[config.mk]
export PLATFORM = sky130hd
export DESIGN_NAME = parking_lot_top
export DESIGN_NICKNAME = d
export VERILOG_FILES = /design/src/rtl/parking_lot_pkg.sv /design/src/rtl/parking_lot_req_fifo.sv /design/src/rtl/parking_lot_top.sv
export SDC_FILE = /design/constraint.sdc
export NUM_CORES = 1
export LEC_CHECK = 0
export ABC_CLOCK_PERIOD_IN_PS = 8550
export CAP_MARGIN = 15
export CELL_PAD_IN_SITES_DETAIL_PLACEMENT = 1
export CELL_PAD_IN_SITES_GLOBAL_PLACEMENT = 2
export CORE_ASPECT_RATIO = 0.5
export CORE_MARGIN = 3
export CORE_UTILIZATION = 42
export CTS_CLUSTER_DIAMETER = 150
export DETAILED_ROUTE_END_ITERATION = 10
export MAX_ROUTING_LAYER = met4
export PLACE_DENSITY_LB_ADDON = 0.25
export SYNTH_ARGS = -nofsm -noshare
export SYNTH_HDL_FRONTEND = slang
export SYNTH_SLANG_ARGS = --single-unit
[constraint.sdc]
create_clock -name clock -period 8.55 [get_ports clock]
set_clock_uncertainty 0.1 [all_clocks]
set_input_delay 2.1375 -clock clock [delete_from_list [all_inputs] [get_ports clock]]
set_output_delay 2.1375 -clock clock [all_outputs]
set_load 0.05 [all_outputs]
[src/rtl/parking_lot_pkg.sv]
// parking_lot_pkg: shared states, widths and plate helpers for the parking lot controller
package parking_lot_pkg;
  localparam int NUM_FLOORS = 7;
  localparam int FLOOR_W = 3;
  localparam int PLACE_W = 1;
  localparam logic [3:0] SUV_DIGIT = 4'd8;
  typedef logic [15:0] plate_t;
  typedef enum logic [2:0] {
    S_IDLE        = 3'd0,
    S_UP_LOADED   = 3'd1,
    S_RETURN      = 3'd2,
    S_FETCH       = 3'd3,
    S_DOWN_LOADED = 3'd4,
    S_LEAK_FETCH  = 3'd5,
    S_LEAK_CARRY  = 3'd6
  } state_t;
  function automatic logic is_suv(plate_t p);
    return p[15:12] >= SUV_DIGIT;
  endfunction
endpackage

[src/rtl/parking_lot_req_fifo.sv]
// parking_lot_req_fifo: show-ahead request queue of {entry flag, plate}; pushes while full are dropped
module parking_lot_req_fifo #(
  parameter int DEPTH = 8,
  parameter int W = 17
) (
  input  logic         clock,
  input  logic         reset,
  input  logic         push,
  input  logic [W-1:0] din,
  input  logic         pop,
  output logic [W-1:0] dout,
  output logic         full,
  output logic         empty
);
  localparam int AW = $clog2(DEPTH);
  logic [W-1:0] mem [DEPTH];
  logic [AW-1:0] wp, rp;
  logic [AW:0] cnt;
  logic do_push, do_pop;
  assign full = cnt == (AW+1)'(DEPTH);
  assign empty = cnt == '0;
  assign do_push = push && !full;
  assign do_pop = pop && !empty;
  assign dout = mem[rp];
  always_ff @(posedge clock) begin
    if (!reset) begin
      wp <= '0;
      rp <= '0;
      cnt <= '0;
    end else begin
      if (do_push) begin
        mem[wp] <= din;
        wp <= (wp == AW'(DEPTH-1)) ? '0 : wp + 1'b1;
      end
      if (do_pop) rp <= (rp == AW'(DEPTH-1)) ? '0 : rp + 1'b1;
      cnt <= cnt + (AW+1)'(do_push) - (AW+1)'(do_pop);
    end
  end
endmodule

[src/rtl/parking_lot_top.sv]
// parking_lot_top: seven-floor single-elevator parking controller with leak relocation
// PARKING_LOT_FEE_EN builds entry timestamps for time-based fees; otherwise every exit costs FEE_BASE
module parking_lot_top
  import parking_lot_pkg::*;
#(
  parameter int QUEUE_DEPTH = 8,
  parameter int FEE_BASE = 10,
  parameter int FEE_PER_CYCLE = 1
) (
  input  logic               clock,
  input  logic               reset,
  input  logic [15:0]        license_plate,
  input  logic               in_mode,
  input  logic               out_mode,
  input  logic               leakage,
  input  logic [FLOOR_W-1:0] leakage_floor,
  output logic [31:0]        parked_1,
  output logic [31:0]        parked_2,
  output logic [31:0]        parked_3,
  output logic [31:0]        parked_4,
  output logic [31:0]        parked_5,
  output logic [31:0]        parked_6,
  output logic [31:0]        parked_7,
  output logic [FLOOR_W-1:0] current_floor,
  output logic [15:0]        moving,
  output logic               plate_type,
  output logic [7:0]         fee,
  output logic [3:0]         empty_suv,
  output logic [3:0]         empty_sedan,
  output logic               full_suv,
  output logic               full_sedan,
  output logic               in_mode_internal,
  output logic               out_mode_internal,
  output logic [15:0]        license_plate_internal,
  output logic [2:0]         curr_state_for_test,
  output logic [FLOOR_W-1:0] target_floor,
  output logic [PLACE_W-1:0] target_place
);
  state_t state, state_n;
  plate_t slot [8][2];
  plate_t head_plate;
  logic [16:0] head;
  logic [FLOOR_W-1:0] leak_r, dest, free_fl, hit_fl, excl_fl;
  logic [7:0] fee_next;
  logic head_in, q_empty, q_full, pop, push, want, excl_en, free_ok, hit_ok, hit_pl;
  logic pick_pl, pick_ok, leak_occ, leak_go, leak_again, arrived, accept_in, accept_out;
`ifdef PARKING_LOT_FEE_EN
  logic [15:0] cnt, moving_ts, dur;
  logic [15:0] ts [8][2];
  logic [31:0] fee_full;
  assign dur = cnt - moving_ts;
  assign fee_full = 32'(FEE_BASE) + 32'(FEE_PER_CYCLE) * {16'd0, dur};
  assign fee_next = (fee_full > 32'd255) ? 8'd255 : fee_full[7:0];
`else
  assign fee_next = 8'(FEE_BASE);
`endif
  parking_lot_req_fifo #(.DEPTH(QUEUE_DEPTH), .W(17)) u_fifo (
    .clock(clock),
    .reset(reset),
    .push(push),
    .din({in_mode, license_plate}),
    .pop(pop),
    .dout(head),
    .full(q_full),
    .empty(q_empty)
  );
  assign push = (in_mode ^ out_mode) && license_plate != '0 && !q_full;
  assign head_in = head[16];
  assign head_plate = head[15:0];
  assign dest = (state == S_RETURN || state == S_DOWN_LOADED || state == S_IDLE) ? '0 : target_floor;
  assign arrived = current_floor == dest;
  // floor 0 slots are never written, so a zero leak floor reads as unoccupied
  assign leak_occ = slot[leakage_floor][0] != '0 || slot[leakage_floor][1] != '0;
  assign leak_go = leakage && leak_occ;
  assign leak_again = leakage && (leak_occ || leakage_floor == target_floor);
  assign pick_pl = slot[leak_r][0] == '0;
  assign pick_ok = slot[leak_r][pick_pl] != '0;
  assign want = (state == S_LEAK_FETCH) ? pick_pl : is_suv(head_plate);
  assign excl_en = (state == S_LEAK_FETCH) || leakage;
  assign excl_fl = (state == S_LEAK_FETCH) ? leak_r : leakage_floor;
  assign accept_in = head_in && free_ok && !hit_ok;
  assign accept_out = !head_in && hit_ok;
  always_comb begin
    free_ok = 1'b0;
    free_fl = '0;
    hit_ok = 1'b0;
    hit_fl = '0;
    hit_pl = 1'b0;
    empty_suv = '0;
    empty_sedan = '0;
    for (int f = NUM_FLOORS; f >= 1; f--) begin
      empty_sedan = empty_sedan + 4'(slot[f][0] == '0);
      empty_suv = empty_suv + 4'(slot[f][1] == '0);
      if (slot[f][want] == '0 && !(excl_en && excl_fl == FLOOR_W'(f))) begin
        free_ok = 1'b1;
        free_fl = FLOOR_W'(f);
      end
      for (int p = 0; p < 2; p++)
        if (head_plate != '0 && slot[f][p] == head_plate) begin
          hit_ok = 1'b1;
          hit_fl = FLOOR_W'(f);
          hit_pl = 1'(p);
        end
    end
  end
  always_comb begin
    state_n = state;
    pop = 1'b0;
    unique case (state)
      S_IDLE:
        if (leak_go) state_n = S_LEAK_FETCH;
        else if (!q_empty) begin
          pop = 1'b1;
          state_n = accept_in ? S_UP_LOADED : accept_out ? S_FETCH : S_IDLE;
        end
      S_UP_LOADED:   state_n = arrived ? S_RETURN : state;
      S_RETURN:      state_n = arrived ? S_IDLE : state;
      S_FETCH:       state_n = arrived ? S_DOWN_LOADED : state;
      S_DOWN_LOADED: state_n = arrived ? S_IDLE : state;
      S_LEAK_FETCH:  state_n = !arrived ? state : (pick_ok && free_ok) ? S_LEAK_CARRY : S_RETURN;
      S_LEAK_CARRY:  state_n = !arrived ? state : leak_again ? S_LEAK_FETCH : S_RETURN;
      default:       state_n = S_IDLE;
    endcase
  end
  always_ff @(posedge clock) begin
    if (!reset) state <= S_IDLE;
    else state <= state_n;
  end
  always_ff @(posedge clock) begin
    if (!reset) begin
      current_floor <= '0;
      moving <= '0;
      fee <= '0;
      leak_r <= '0;
      target_floor <= '0;
      target_place <= '0;
      in_mode_internal <= 1'b0;
      out_mode_internal <= 1'b0;
      license_plate_internal <= '0;
      for (int f = 0; f < 8; f++)
        for (int p = 0; p < 2; p++) slot[f][p] <= '0;
`ifdef PARKING_LOT_FEE_EN
      cnt <= '0;
      moving_ts <= '0;
      for (int f = 0; f < 8; f++)
        for (int p = 0; p < 2; p++) ts[f][p] <= '0;
`endif
    end else begin
      if (!arrived) current_floor <= (dest > current_floor) ? current_floor + 1'b1 : current_floor - 1'b1;
`ifdef PARKING_LOT_FEE_EN
      cnt <= cnt + 1'b1;
`endif
      case (state)
        S_IDLE:
          if (leak_go) begin
            leak_r <= leakage_floor;
            target_floor <= leakage_floor;
            target_place <= slot[leakage_floor][0] == '0;
          end else if (pop) begin
            in_mode_internal <= head_in;
            out_mode_internal <= !head_in;
            license_plate_internal <= head_plate;
            if (accept_in) begin
              moving <= head_plate;
              target_floor <= free_fl;
              target_place <= is_suv(head_plate);
            end else if (accept_out) begin
              target_floor <= hit_fl;
              target_place <= hit_pl;
            end
          end
        S_UP_LOADED:
          if (arrived) begin
            slot[target_floor][target_place] <= moving;
            moving <= '0;
`ifdef PARKING_LOT_FEE_EN
            ts[target_floor][target_place] <= cnt;
`endif
          end
        S_FETCH:
          if (arrived) begin
            moving <= slot[target_floor][target_place];
            slot[target_floor][target_place] <= '0;
`ifdef PARKING_LOT_FEE_EN
            moving_ts <= ts[target_floor][target_place];
`endif
          end
        S_DOWN_LOADED:
          if (arrived) begin
            fee <= fee_next;
            moving <= '0;
          end
        S_LEAK_FETCH:
          if (arrived && pick_ok && free_ok) begin
            moving <= slot[leak_r][pick_pl];
            slot[leak_r][pick_pl] <= '0;
            target_floor <= free_fl;
            target_place <= pick_pl;
`ifdef PARKING_LOT_FEE_EN
            moving_ts <= ts[leak_r][pick_pl];
`endif
          end
        S_LEAK_CARRY:
          if (arrived) begin
            slot[target_floor][target_place] <= moving;
            moving <= '0;
`ifdef PARKING_LOT_FEE_EN
            ts[target_floor][target_place] <= moving_ts;
`endif
            if (leak_again) begin
              leak_r <= leakage_floor;
              target_floor <= leakage_floor;
            end
          end
        default: ;
      endcase
    end
  end
  assign parked_1 = {slot[1][0], slot[1][1]};
  assign parked_2 = {slot[2][0], slot[2][1]};
  assign parked_3 = {slot[3][0], slot[3][1]};
  assign parked_4 = {slot[4][0], slot[4][1]};
  assign parked_5 = {slot[5][0], slot[5][1]};
  assign parked_6 = {slot[6][0], slot[6][1]};
  assign parked_7 = {slot[7][0], slot[7][1]};
  assign full_suv = empty_suv == '0;
  assign full_sedan = empty_sedan == '0;
  assign plate_type = is_suv(license_plate_internal);
  assign curr_state_for_test = state;
endmodule

# Word-level counts from Yosys, hierarchy flattened
# Memory sizes are Yosys's and may differ from the RTL's. A register that Yosys moved wholly into a read port is not among the register bits.
# Index checks and enable logic that the tools add are counted.
[totals] regBits=58 latchBits=0 ram_bits=392 romBits=0 input_bits=24 output_inout_bits=287 wordCells=486 n_memories=2
[mem_list] name="slot" depth=8 word_bits=32 read_ports=10 rd_clocked_by_memory_dff=2 wr=8 line_no="parking_lot_top.sv:40" source="plate_t slot [8][2];"
[mem_list] name="u_fifo.mem" depth=8 word_bits=17 read_ports=1 rd_clocked_by_memory_dff=1 wr=1 line_no="parking_lot_req_fifo.sv:16" source="logic [W-1:0] mem [DEPTH];"
[classes] add_sub_neg=18 n_mul=0 div_mod_pow=0 magnitude_cmp=8 n_eq_ne=47 shifts=0 n_mux=224 n_bitwise=69 reduce_logical=105
[op_table] op="$mux W16" n=35
[op_table] op="$logic_not A16 Y1" n=23
[op_table] op="$mux W32" n=8
[op_table] op="$eq A16 B16 Y1" n=14
[op_table] op="$mux W3" n=51
[op_table] op="$mux W1" n=121
[op_table] op="$reduce_bool A16 Y1" n=5
[op_table] op="$or A1 B1 Y1" n=64
[op_table] op="$pmux W16 S4" n=1
[op_table] op="$reduce_or A32 Y1" n=2
[op_table] op="$logic_and A1 B1 Y1" n=42
[op_table] op="$demux W16 S1" n=2
[op_table] op="$add A4 B1 Y4" n=7
[op_table] op="$eq A3 B3 Y1 const B" n=9
[op_table] op="$pmux W3 S6" n=1
[op_table] op="$ne A2 B2 Y1 const B" n=8
[op_table] op="$eq A3 B2 Y1 const B" n=4
[op_table] op="$logic_not A4 Y1" n=3
[op_table] op="$reduce_and A6 Y1" n=2
[op_table] op="$logic_not A1 Y1" n=11
[op_table] op="$add A3 B1 Y3 const B" n=3
[op_table] op="$pmux W3 S3" n=1
[op_table] op="$add A3 B1 Y4" n=2
[op_table] op="$ge A4 B4 Y1 const B" n=2
[op_table] op="31 further kinds" n=50

# Longest topological paths before layout
# An unclocked memory read counts as a cell.
[logic_depth] ltp_word=25 depth_mapped=19

# Hierarchy
# Synthesis repeated with hierarchy kept, for this count alone.
[hier_totals] hier_cells=2089 area_unflattened_um2=26377.8
[modules_own_cells] module="parking_lot_top" n_inst=1 cells_each=1811 area_each_um2=20448.4 seq_area_each_um2=8768.4
[modules_own_cells] module="parking_lot_req_fifo" n_inst=1 cells_each=278 area_each_um2=5929.4 seq_area_each_um2=4344.2

# Least setup slack after synthesis
# Ideal clock, no wire load.
[synth_path] path_type="register -> output" from="mem slot[4][1] (netlist bit)" to="out full_suv" arrival_time_ns=4.512 required_time_ns=6.312 path_slack_ns=1.800 stages_incl_launch_ff=11 path_buffers=1 path_cell_list="edfxtp_1 nor4_1 and4_1 clkbuf_1 fa_1 inv_1 fa_1 inv_1 fa_1 fa_1 nor3_1"
[synth_lines] item="start: declaration" line_no="parking_lot_top.sv:40"
[synth_lines] item="end: declaration" line_no="parking_lot_top.sv:30" source="output logic full_suv,"

==> summary.md <==
| Metric | Value |
|---|---|
| P per Cell Area | `245.8 nW/um^2` |
| Lkg Pwr | `~12 nW` |
| Syn Area/Cell | `between 10 and 15 sq um` |
| Hpwl dp | `a little over 100,000 microns` |
| FF-to-FF End | `target_floor[2]` |
| Tcrit/Tclk final | `88.49%` |
| Final setup fails | `0` |
| DRT Wirelength | `143,500 microns` |
| RSZ-0062 raised after global routing | `false` |
| Post-synthesis compound-gate area fraction | `approximately 7.5%` |
| Flop pwr share | `36.5%` |
| XOR/XNOR share of the synthesized area | `around 4.7%` |
| CTS tree | `built` |
| Clock Tree Root | `clkbuf_16` |
| Starting Density | `roughly 43%` |
| NetSw | `3.421 mW` |
| FF-to-FF path depth | `14` |
| Die ar. | `between 60,000 and 70,000 sq um` |
| Cts repair resizes | `0` |
| Sw Share | `roughly two fifths` |
| Via Count | `~25,000` |
| Via density per instance | `between 7 and 8` |
| Synth-to-layout area growth | `19.42%` |
| CP arrival | `7.91 ns` |
| Final core utilization | `between 50 and 60%` |
| Worst vdd rail ir drop | `0.0001433 V` |
| Largest net degree at the start of global routing | `between 60 and 70` |
| Initial antenna violation count | `16` |
| Dpl cells | `around 3,400` |
| Worst Setup End Kind | `flip-flop` |
| Hold EP | `out_mode_internal` |
| Post-synthesis instance area | `27,800 sq um` |
| Vias in the first global route | `about 24,000` |
| Startpoint types | `flip-flop` |
| Clock group share of total power | `approximately a quarter` |
| Max frequency | `between 0.1 and 0.15 GHz` |
| Worst Hold Class | `reg2reg` |
| Number of post-CTS setup repair buffers | `0` |
| Clk Latency, worst-skew pair | `between 0.6 and 0.7 ns` |
| Pre-CTS setup slack | `between 1 and 1.5 ns` |
| Layout Nets | `2,646` |
| Share of the yosys chip area belonging to registers | `between 40% and 50%` |
| Routability cong. | `slightly above 1` |
| Setup TNS | `0 ns` |
| Die H | `187.9 microns` |
| Async SR Flop Fraction | `0%` |
| Predominant post-synthesis flop cell | `edfxtp_1` |
| #FFs+latches synth | `459` |
| Core area | `between 60,000 and 70,000 sq um` |
| Critical path class | `reg2reg` |
| Int Power | `roughly 4.7 mW` |
| Post-synth EDFFs | `392` |
| CTS sink cnt | `between 400 and 500` |
| Post-Synth Simple-Gate Area | `18.63%` |
| DRT Pass-1 Iters | `8` |
| Die W | `roughly 370 microns` |
| Hold Crit Depth | `2` |
| Placed cell area | `approximately 32,000 sq um` |
| Area of the multi-input gates | `~14,000 sq um` |
| Comb pwr share | `between 40% and 50%` |
| Final worst path period need | `between 7 and 8 ns` |
| Post-Synth Adder-Cell Area | `under 10%` |
| Non-filler cells, final | `3,517` |
| Cells after Synth | `between 2,000 and 2,500` |
| Reg clk slew, reported paths | `roughly 0.07 ns` |
| Fin worst setup slack | `0.9837 ns` |
| IO Count | `about 310` |
| Design Power | `between 8 and 9 mW` |
| Max_cap viols | `0` |
| Mux cell area share after synthesis | `~17%` |
| Global Route Usage Sum | `41.57%` |
| WL/cell | `slightly above 40 microns` |
| Critical Path RT | `between 8 and 9 ns` |
| Total gr overflow | `0` |
| Slew Limit Headroom | `between 10% and 20%` |
| Clock buffer depth | `3` |
| DRC | `0` |
| Final instance area | `~33,000 sq um` |
| Largest family of logic cells by synthesized area | `simple AND/OR/NAND/NOR gates` |
| Crit path max fanout | `29` |
| Hold WS | `between 0.3 and 0.4 ns` |
| Num CTS Buffers | `43` |
| Cts hold-fix bufs | `0` |
| Rows | `65` |
| H-tree levels | `2` |
| Fin. Hold Viols | `0` |
| 1st-iter DRT viols | `4,310` |
| Filler cells | `6,664` |
| Yosys warns | `0` |
| Tightest Pin Transition | `1.204 ns` |
| Layout cell share with drive strength beyond 1 | `between 10% and 20%` |
| Global-route wire length before repair | `about 200,000 microns` |
| Distinct cell type count after synthesis | `between 90 and 100` |
| Register-to-register path setup slack | `around 0.98 ns` |
| Register area | `roughly 13,000 sq um` |
| Outcome | `complete, no violations` |
| Max-slew violations | `0` |
| Port Buffers | `about 300` |
| Antenna violation net count after detailed routing | `0` |
| HP Start | `out_mode_internal` |
## layout make-up
cell class | instances | area share [%]
Antenna cell | 16 | 0.1206
Timing Repair Buffer | 405 | 11.42
Clock inverter | 23 | 0.5615
Clock buffer | 53 | 3.354
Multi-Input combinational cell | 1661 | 41.39
Tap cell | 871 | 3.282
Inverter | 29 | 0.3278
Sequential cell | 459 | 39.55
## kinds of logic (layout without fill, tap and decap cells)
family                     count (synthesis)  count (layout)
muxes                                    267             267
buffers and inverters                    234             510
other                                      1              24
adders and majority gates                 23              23
and+or+nand+nor                          899             899
xor gates and xnor gates                 148             148
AOI/OAI and AO/OA                        316             316
DFF                                      459             459
## power groups by stage
stage / Clock [mW] / Combinational [mW] / Sequential [mW]
after floorplan: 0 / 1.80 / 3.05
after global placement: 0 / 3.10 / 3.00
after detailed placement: 0 / 3.14 / 3.00
after CTS: 1.90 / 3.16 / 2.96
after global routing: 1.99 / 3.36 / 2.99
final: 1.90 / 3.28 / 2.98
## cell usage in the layout (no fill, tap or decap), types with 9 or more instances in the layout
cell / n
and4_1: 9
nand3_1: 49
mux4_2: 156
edfxtp_1: 392
nand2b_1: 18
mux2i_1: 49
or3_1: 85
nand2_1: 104
fa_1: 10
dfxtp_2: 9
nor3_1: 27
clkbuf_16: 43
clkdlybuf4s50_1: 301
a22o_1: 10
or2_2: 15
o22ai_1: 17
and2_1: 135
o21ai_0: 113
mux2_2: 56
xor2_1: 54
o31ai_1: 14
clkinv_2: 10
nor2_1: 97
a21oi_1: 52
clkbuf_1: 10
nand4_1: 53
dfxtp_1: 56
nor2b_1: 15
a32oi_1: 11
nor4_1: 102
xnor2_1: 94
ha_1: 13
buf_4: 103
diode_2: 16
and3_1: 145
inv_1: 28
nand4b_1: 9
## how the worst max path moves through the flow
stage	startpoint	end	slack, ns	depth (start not counted)
floorplan	slot[4][1]	full_suv	1.80	10
global placement	leakage_floor[1]	slot[6][24]	1.49	13
CTS	slot[4][30]	full_sedan	1.18	10
finish	flip-flop	target_floor[2]	0.98	14
global route	slot[4][30]	full_sedan	0.95	10
detailed placement	leakage_floor[1]	slot[6][17]	1.31	13
## registers in the layout, indices dropped and copies added (netlist names), named ones only
name                    count
slot                      256
u_fifo.mem                136
license_plate_internal     16
moving                     16
u_fifo.cnt                  4
curr_state_for_test         3
current_floor               3
leak_r                      3
target_floor                3
u_fifo.rp                   3
u_fifo.wp                   3
fee                         1
in_mode_internal            1
out_mode_internal           1
target_place                1
## layer usage
metal	wire, microns	vias to the layer above	part of all wire [%]	GRT usage [%]
met5	0	-	0	-
met4	5233	0	3.6	13.62
met3	24960	351	17	21.79
met2	58700	2090	41	56.14
met1	54580	12920	38	53.18
li1	-	9591	-	-
## synth_stat cells (6+ instances only)
| library cell | instances | area (sq um) |
|---|---|---|
| fa_1 | 10 | 200.2 |
| a32oi_1 | 12 | 105.1 |
| a211oi_1 | 8 | 60.06 |
| edfxtp_1 | 392 | 11770 |
| dfxtp_1 | 67 | 1341 |
| nor3_1 | 29 | 145.1 |
| or3_1 | 85 | 531.8 |
| a22o_1 | 10 | 87.58 |
| nand4b_1 | 9 | 78.83 |
| ha_1 | 13 | 162.7 |
| xnor2_1 | 94 | 823.3 |
| clkbuf_1 | 119 | 446.7 |
| and3_1 | 145 | 907.1 |
| mux2_2 | 56 | 630.6 |
| nor4_1 | 102 | 638.1 |
| nand3_1 | 49 | 245.2 |
| xor2_1 | 54 | 473.0 |
| nand2b_1 | 18 | 112.6 |
| mux2i_1 | 52 | 520.5 |
| buf_1 | 28 | 105.1 |
| a21oi_1 | 52 | 260.3 |
| nand4_1 | 53 | 331.6 |
| nor2_1 | 97 | 364.1 |
| o22ai_1 | 19 | 118.9 |
| buf_2 | 35 | 175.2 |
| and4_1 | 9 | 78.83 |
| o31ai_1 | 14 | 105.1 |
| o21ai_0 | 114 | 570.6 |
| or2_2 | 15 | 93.84 |
| mux4_2 | 156 | 3513 |
| buf_6 | 7 | 78.83 |
| a21o_1 | 6 | 45.04 |
| and2_1 | 135 | 844.6 |
| nand2_1 | 104 | 390.4 |
| nand3b_1 | 6 | 45.04 |
| inv_1 | 29 | 108.9 |
| o22a_1 | 7 | 61.31 |
| nor2b_1 | 15 | 93.84 |
| buf_4 | 16 | 120.1 |
## critical path, cell delays in order (launching register included)
cell and delay [ns]:
dfxtp_2 0.65, buf_4 0.49, mux2_2 0.41, o22ai_1 0.20, buf_4 0.32, or2_2 0.62
nand4_1 0.21, nor4b_2 0.90, nand4_1 0.78, o21ai_0 0.48, nand3_1 0.58, or4_1 0.77
o211ai_1 0.30, nand2_1 0.18, mux2i_1 0.38
Power figures use the tool's default switching activity.
